--- config.mk ---
export PLATFORM = sky130hd
export DESIGN_NAME = jt89_mixn
export DESIGN_NICKNAME = d
export VERILOG_FILES = /design/src/rtl/jt89_mixn.sv
export SDC_FILE = /design/constraint.sdc
export NUM_CORES = 1
export LEC_CHECK = 0
export ABC_AREA = 1
export BUFFER_PORTS_ARGS = -buffer_cell sky130_fd_sc_hd__buf_2
export CAP_MARGIN = 10
export CORE_ASPECT_RATIO = 0.6
export CORE_MARGIN = 2
export CORE_UTILIZATION = 59
export DETAILED_ROUTE_END_ITERATION = 8
export GPL_TIMING_DRIVEN = 0
export PLACE_DENSITY = 0.81
export REMOVE_ABC_BUFFERS = 1
export SYNTH_ARGS = -nofsm -noshare
export SYNTH_HDL_FRONTEND = slang
export SYNTH_SLANG_ARGS = --single-unit
--- constraint.sdc ---
create_clock -name clk -period 8.05 [get_ports clk]
set_clock_uncertainty 0.15 [all_clocks]
set_input_delay 1.61 -clock clk [delete_from_list [all_inputs] [get_ports clk]]
set_output_delay 1.61 -clock clk [all_outputs]
set_load 0.01 [all_outputs]
--- src/rtl/jt89_mixn.sv ---
// jt89_mixn: sequential gain/mute mixer, one channel per clock.
// Optional DC blocker on the output: define JT89_MIXN_DCBLOCK_EN.
module jt89_mixn #(
  parameter int bw = 9,
  parameter int CH = 4,
  parameter int GW = 4,
  parameter int OW = bw + 2
) (
  input  logic               clk,
  input  logic               rst,
  input  logic               cen,
  input  logic [CH*bw-1:0]   ch,
  input  logic [CH*GW-1:0]   gain,
  input  logic [CH-1:0]      mute,
  output logic [OW-1:0]      sound,
  output logic               sample,
  output logic               busy,
  output logic               sat,
  output logic               overrun
);

  localparam int AW = bw + GW + $clog2(CH) + 1;
  localparam int PW = bw + GW + 1;
  localparam int CW = $clog2(CH);
  localparam logic signed [AW-1:0] HI =
    AW'((1 << (OW - 1)) - 1);
  localparam logic signed [AW-1:0] LO = ~HI;

  typedef enum logic [1:0] {
    IDLE,
    ACC,
    SAT
  } state_t;

  state_t st, st_nx;
  logic [CW-1:0] cnt;
  logic [CH*bw-1:0] ch_s;
  logic [CH*GW-1:0] gain_s;
  logic [CH-1:0] mute_s;
  logic signed [AW-1:0] acc;
  logic start, step, fin;

  logic [bw-1:0] chv;
  logic [GW-1:0] gv;
  logic signed [PW-1:0] cx, gx, prod, term;
  logic signed [AW-1:0] addend;
  logic signed [OW-1:0] res;
  logic clip;

  assign busy = (st != IDLE);

  // state register
  always_ff @(posedge clk or posedge rst) begin
    if (rst) st <= IDLE;
    else     st <= st_nx;
  end

  // next state and per-state strobes
  always_comb begin
    st_nx = st;
    start = 1'b0;
    step  = 1'b0;
    fin   = 1'b0;
    unique case (st)
      IDLE: begin
        if (cen) begin
          start = 1'b1;
          st_nx = ACC;
        end
      end
      ACC: begin
        step = 1'b1;
        if (cnt == CW'(CH - 1)) st_nx = SAT;
      end
      SAT: begin
        fin   = 1'b1;
        st_nx = IDLE;
      end
      default: st_nx = IDLE;
    endcase
  end

  // current channel term: floor(ch * gain / unity)
  always_comb begin
    chv  = ch_s[cnt*bw +: bw];
    gv   = gain_s[cnt*GW +: GW];
    cx   = {{(PW-bw){chv[bw-1]}}, chv};
    gx   = {{(PW-GW){1'b0}}, gv};
    prod = cx * gx;
    term = prod >>> (GW - 1);
    if (mute_s[cnt]) addend = '0;
    else addend = {{(AW-PW){term[PW-1]}}, term};
  end

  // clamp the finished sum to the output range
  always_comb begin
    res  = acc[OW-1:0];
    clip = 1'b0;
    if (acc > HI) begin
      res  = HI[OW-1:0];
      clip = 1'b1;
    end else if (acc < LO) begin
      res  = LO[OW-1:0];
      clip = 1'b1;
    end
  end

  // snapshot, accumulate and sticky overrun
  always_ff @(posedge clk or posedge rst) begin
    if (rst) begin
      ch_s    <= '0;
      gain_s  <= '0;
      mute_s  <= '0;
      acc     <= '0;
      cnt     <= '0;
      overrun <= 1'b0;
    end else begin
      if (start) begin
        ch_s   <= ch;
        gain_s <= gain;
        mute_s <= mute;
        acc    <= '0;
        cnt    <= '0;
      end else if (step) begin
        acc <= acc + addend;
        cnt <= cnt + CW'(1);
      end
      if (cen && st != IDLE) overrun <= 1'b1;
    end
  end

`ifdef JT89_MIXN_DCBLOCK_EN
  localparam int DW = OW + 3;
  localparam logic signed [DW-1:0] YHI =
    DW'((1 << (OW - 1)) - 1);
  localparam logic signed [DW-1:0] YLO = ~YHI;

  logic signed [OW-1:0] xr, xp, yp, yc;
  logic signed [DW-1:0] yf;
  logic xs, vld, yclip;

  // high-pass: y = x - x_prev + y_prev - y_prev/256
  always_comb begin
    yf = DW'(xr) - DW'(xp) + DW'(yp)
       - (DW'(yp) >>> 8);
    yc    = yf[OW-1:0];
    yclip = 1'b0;
    if (yf > YHI) begin
      yc    = YHI[OW-1:0];
      yclip = 1'b1;
    end else if (yf < YLO) begin
      yc    = YLO[OW-1:0];
      yclip = 1'b1;
    end
  end

  // mix result stage, then blocker output stage
  always_ff @(posedge clk or posedge rst) begin
    if (rst) begin
      xr     <= '0;
      xs     <= 1'b0;
      vld    <= 1'b0;
      xp     <= '0;
      yp     <= '0;
      sound  <= '0;
      sat    <= 1'b0;
      sample <= 1'b0;
    end else begin
      vld    <= fin;
      sample <= vld;
      if (fin) begin
        xr <= res;
        xs <= clip;
      end
      if (vld) begin
        sound <= yc;
        sat   <= xs | yclip;
        xp    <= xr;
        yp    <= yc;
      end
    end
  end
`else
  // register the clamped result
  always_ff @(posedge clk or posedge rst) begin
    if (rst) begin
      sound  <= '0;
      sat    <= 1'b0;
      sample <= 1'b0;
    end else begin
      sample <= fin;
      if (fin) begin
        sound <= res;
        sat   <= clip;
      end
    end
  end
`endif

endmodule

* After elaboration in Yosys (flattened, before gate mapping)
Cells that the tools add are included.
** Operators by class
- Add/subtract/negate cells :: 2
- Multiply operators :: 2
- $lt $le $gt $ge :: 3
- Equality and inequality tests :: 5
- Shift-type cells :: 2
- Muxes and demuxes :: 18
- Reductions and logical operators :: 5
** Operators with widths (count)
- $mux 16 :: 3
- $shiftx 36x7->9 :: 1
- $mux 11 :: 2
- $add 16x16->16 :: 1
- $gt 16x11->1 const B :: 1
- $lt 16x11->1 const B :: 1
- $shiftx 16x5->4 :: 1
- $mul 9x5->14 :: 1
- $mux 2 :: 4
- $mux 1 :: 7
- $mul 2x4->6 const B :: 1
- $eq 2x2->1 const B :: 2
- $ne 2x2->1 const B :: 2
- $pmux 2 s2 :: 1
- $reduce_bool 2->1 :: 2
- $lt 2x3->1 const B :: 1
- $add 2x1->2 const B :: 1
- $bmux 1 s2 :: 1
- $eq 2x1->1 const B :: 1
- $logic_not 2->1 :: 1
- $reduce_and 2->1 :: 1
- $logic_and 1x1->1 :: 1
** Word-level totals
- Flip-flop bits (word level) :: 90
- Output and inout bits :: 15

* Depth between registers and ports, before layout
- Depth in word-level cells :: 7
- Mapped depth :: 39

* Worst setup path after synthesis
Ideal clock, no wire load.
- Path type :: reg-to-reg
- Start :: register cnt[0]
- End :: register acc[14]
- Library setup time :: 0.117 ns
- Arrival :: 5.601 ns
- Required time :: 7.783 ns
- Setup slack :: 2.182 ns
- Cell stages (with the launch flop) :: 40
- Path buffers :: 3
- Path through :: dfrtp_1 -> buf_6 -> clkinv_4 -> buf_8 -> clkbuf_1 -> nor2_1 -> o22ai_1 -> clkinv_1 -> nor2_1 -> ha_1 -> fa_1 -> inv_1 -> fa_1 -> inv_1 -> ha_1 -> inv_1 -> nor2_1 -> nor2_1 -> [4 not listed] -> nand2_1 -> nand2_1 -> nand2_1 -> a21oi_1 -> xor2_1 -> nor2_1 -> ha_1 -> nand2_1 -> nor3_1 -> nand3_1 -> o2111ai_1 -> nand3_1 -> nor2_2 -> nand2_1 -> nand2_1 -> nand2_1 -> nand3_1 -> nand2_1
** Between the ends
- Longest elaborated chain between the ends :: 7
- Elaborated cells between the ends (all ways) :: 10
** RTL lines
- start: declaration :: RTL line 36 : logic [CW-1:0] cnt;
- start signal: assignment :: RTL line 126 : cnt <= cnt + CW'(1);
- $mul 2x4->6 :: RTL line 85 : chv = ch_s[cnt*bw +: bw];
- $shiftx 36x7->9 :: RTL line 85
- $mul 9x5->14 :: RTL line 89 : prod = cx * gx;
- $mux 16 (*) :: RTL line 91 : if (mute_s[cnt]) addend = '0;
- $add 16x16->16 (*) :: RTL line 125 : acc <= acc + addend;
- $mux 16 (*) :: RTL line 124 : end else if (step) begin
- $mux 16 (*) :: RTL line 118 : if (start) begin
- end signal: assignment :: RTL line 125
- end: declaration :: RTL line 40 : logic signed [AW-1:0] acc;
Mark *: on every way between the ends. The rest lies on a longest branch, timed or not. The select of a mux whose other input is x is not followed.
A chain may end at the register's enable or synchronous reset.

* Worst setup path in the final report
- Start :: register cnt[1]
- End :: register acc[14]
Same word-level chain as after synthesis.

==> results.md <==
- Final setup vio count: 0
- Slew Limit Fails: 0
- Core area: 9880 µm²
- Critical path class: reg -> reg
- Fill count: ~830
- Num ports: between 70 and 80
- Critical Path Source: cnt[1]
- Area growth, synth to finish: 13.6%
- Vias in the first global route: between 5000 and 6000
- Initial core utilization: between 60% and 70%
- CTS tree: yes
- Die X-Extent: 134 µm
- Ys Warns: 0
- Tmin final: 6.73 ns
- Clock buffer depth: 2
- All-Layer GR Usage: 26.0%
- Gp weighted congestion: around 0.88
- Post-Route WL: between 10 and 15 mm
- Worst-path maximum fanout: 21
- Post-CTS Resized: 0
- Main synth FF type: dfrtp_1
- IO Port Bufs: between 70 and 80
- Final hold slack: about 0.32 ns
- CTS Sinks: 90
- Hold/Removal Path Class: reg -> reg
- Worst Max-Slew Pin Slew: ~1.1 ns
- Setup crit end: acc[14]
- Final instance area: roughly 7000 µm²
- #FFs+latches synth: 90
- Relative slew slack: just under 30%
- Syn Std Cell Area: 6010 µm²
- Avg Synthesized Cell Area: 7.52 µm²
- Average wire per standard cell: between 10 and 15 µm
- CTS buffer count: 9
- DRC violations left: 0
- CP endpoint kind: register
- Via count: 5311
- GRT overflow: 0
- # diodes: 0
- Hold depth: 2
- Critical Path Most Common Cell: nand2_1
- Layout cells sized above 1: between 10 and 15%
- Reg2reg end: acc[14]
- First-pass GRT wire length: around 23 mm
- Vias per std cell: between 5 and 6
- Startpoint Class: register
- Post-DP Area: around 6500 µm²
- Mapped Cells: between 700 and 800
- Worst EP required: 8.13 ns
- Largest net degree at the start of global routing: between 50 and 60
- Die Span Y: 82.2 µm
- Final ANT Viol Nets: 0
- Clk Latency, worst-skew pair: between 0.3 and 0.4 ns
- Detailed Route Iter0 Violations: 376
- FF-to-FF setup slack: roughly 1.3 ns
- Post-synth EDFFs: 0
- Hold Vio Cnt, Final: 0
- Critical Path Slowest Stage Cell: dfrtp_1
- First drt pass iteration count: 5
- Initial antenna violation count: 0
- Max_cap viols: 0
- Reg clk slew, reported paths: roughly 0.060 ns
- CTS Hold Bufs: 0
- HPWL Detailed: 10.0 mm
- Clock Tree Root: clkbuf_16
- RR Startpoint: cnt[1]
- DIE AREA: between 10000 and 15000 µm²
- Worst r2r path cells: 36
- Run status: completed
- Crit path largest cell delay: about 0.56 ns
- RSZ-0062 raised after global routing: false
- Post-CTS Setup Bufs: 0
- Nets: a little under 1000
- Setup TNS: 0 ns
- Register area share after synthesis: 37.5%
- Max H-tree Level: 3
- Fmax: between 0.1 and 0.15 GHz
- CP Data Arrival Time: ~6.8 ns
- Final Util: approximately 69%
- Synth async-reset ratio: 100%
- Post-synthesis cell type count: 41
- Tcrit/Tclk final: ~84%
- Num rows: 28
[how the worst min path moves through the flow]
stage,from,to,slack (ns)
floorplan,ch_s[20],ch_s[20],0.29
global placement,gain_s[11],gain_s[11],0.30
detailed placement,ch_s[20],ch_s[20],0.30
CTS,ch_s[20],ch_s[20],0.32
global route,ch_s[18],ch_s[18],0.33
finish,ch_s[20],ch_s[20],0.32
[worst max-delay path, delay by kind of cell, from the launching register on]
| kind | cells | cell delay, ns |
|---|---|---|
| adders and majority gates | 5 | 1.93 |
| and+or+nand+nor | 18 | 1.74 |
| DFF | 1 | 0.56 |
| buffers and inverters | 4 | 0.83 |
| AOI/OAI and AO/OA | 8 | 1.24 |
| xor gates and xnor gates | 1 | 0.17 |
[per-layer routing]
| layer | track usage [%] | vias to the layer above | share of wire, % |
|---|---|---|---|
| met2 | 42.8 | 186 | 44 |
| met4 | 5.89 | 0 | 0.74 |
| met5 | 0 | - | 0 |
| li1 | - | 2636 | - |
| met1 | 36.4 | 2475 | 49 |
| met3 | 4.95 | 14 | 6.3 |
[cell usage after synthesis (9+ instances only)]
cell / instances / share of area [%]
nand2_2: 9 / 0.94
nand3_1: 21 / 1.7
o21ai_0: 48 / 4.0
dfrtp_1: 90 / 37
fa_1: 20 / 6.7
a21oi_1: 39 / 3.2
inv_1: 99 / 6.2
nor2_1: 67 / 4.2
ha_1: 37 / 7.7
nand2_1: 285 / 18
clkbuf_1: 19 / 1.2
[flip-flops by register name, indices dropped and copies added (netlist names)]
signal / flops
ch_s: 36
sat: 1
acc: 16
sample: 1
st: 2
cnt: 2
overrun: 1
gain_s: 16
mute_s: 4
sound: 11
[area by class of cell]
cell class                 instances  area, µm²  share of cell area [%]
clock buffer                      12        246                    3.61
clock inverter                     4       51.3                   0.751
inverter                         105        402                    5.88
multi-input combinational        578       3230                    47.3
sequential                        90       2250                    33.0
tap                              135        169                    2.47
timing repair buffer              78        475                    6.96
[layout by cell type, fill, tap and decap left out, types with 3 or more instances in the layout]
| cell | n |
|---|---|
| a21oi_1 | 39 |
| a32oi_1 | 6 |
| buf_16 | 3 |
| buf_2 | 73 |
| clkbuf_16 | 9 |
| clkinv_1 | 3 |
| dfrtp_1 | 90 |
| fa_1 | 20 |
| ha_1 | 37 |
| inv_1 | 98 |
| nand2_1 | 285 |
| nand2_2 | 9 |
| nand3_1 | 21 |
| nand3_2 | 6 |
| nand4_1 | 3 |
| nor2_1 | 66 |
| nor2_2 | 3 |
| nor3_1 | 4 |
| o21ai_0 | 48 |
| o21bai_1 | 4 |
| o22ai_1 | 4 |
| xor2_1 | 4 |
[per-stage QoR]
stage	setup WS [ns]	instances
floorplan	1.90	773
global route	0.794	1002
finish	1.32	1002
global placement	0.591	981
detailed placement	0.754	984
CTS	0.676	1000
[cells by family after synthesis]
group,Yosys count,share of synthesized area [%]
and+or+nand+nor,404,27.8
buffers and inverters,131,8.91
AOI/OAI and AO/OA,110,10.3
DFF,90,37.5
adders and majority gates,57,14.4
xor gates and xnor gates,7,1.14
Power is left out: the tool's default activity adds up to more than one toggle a clock period on the data nets, which glitch-free logic cannot reach.
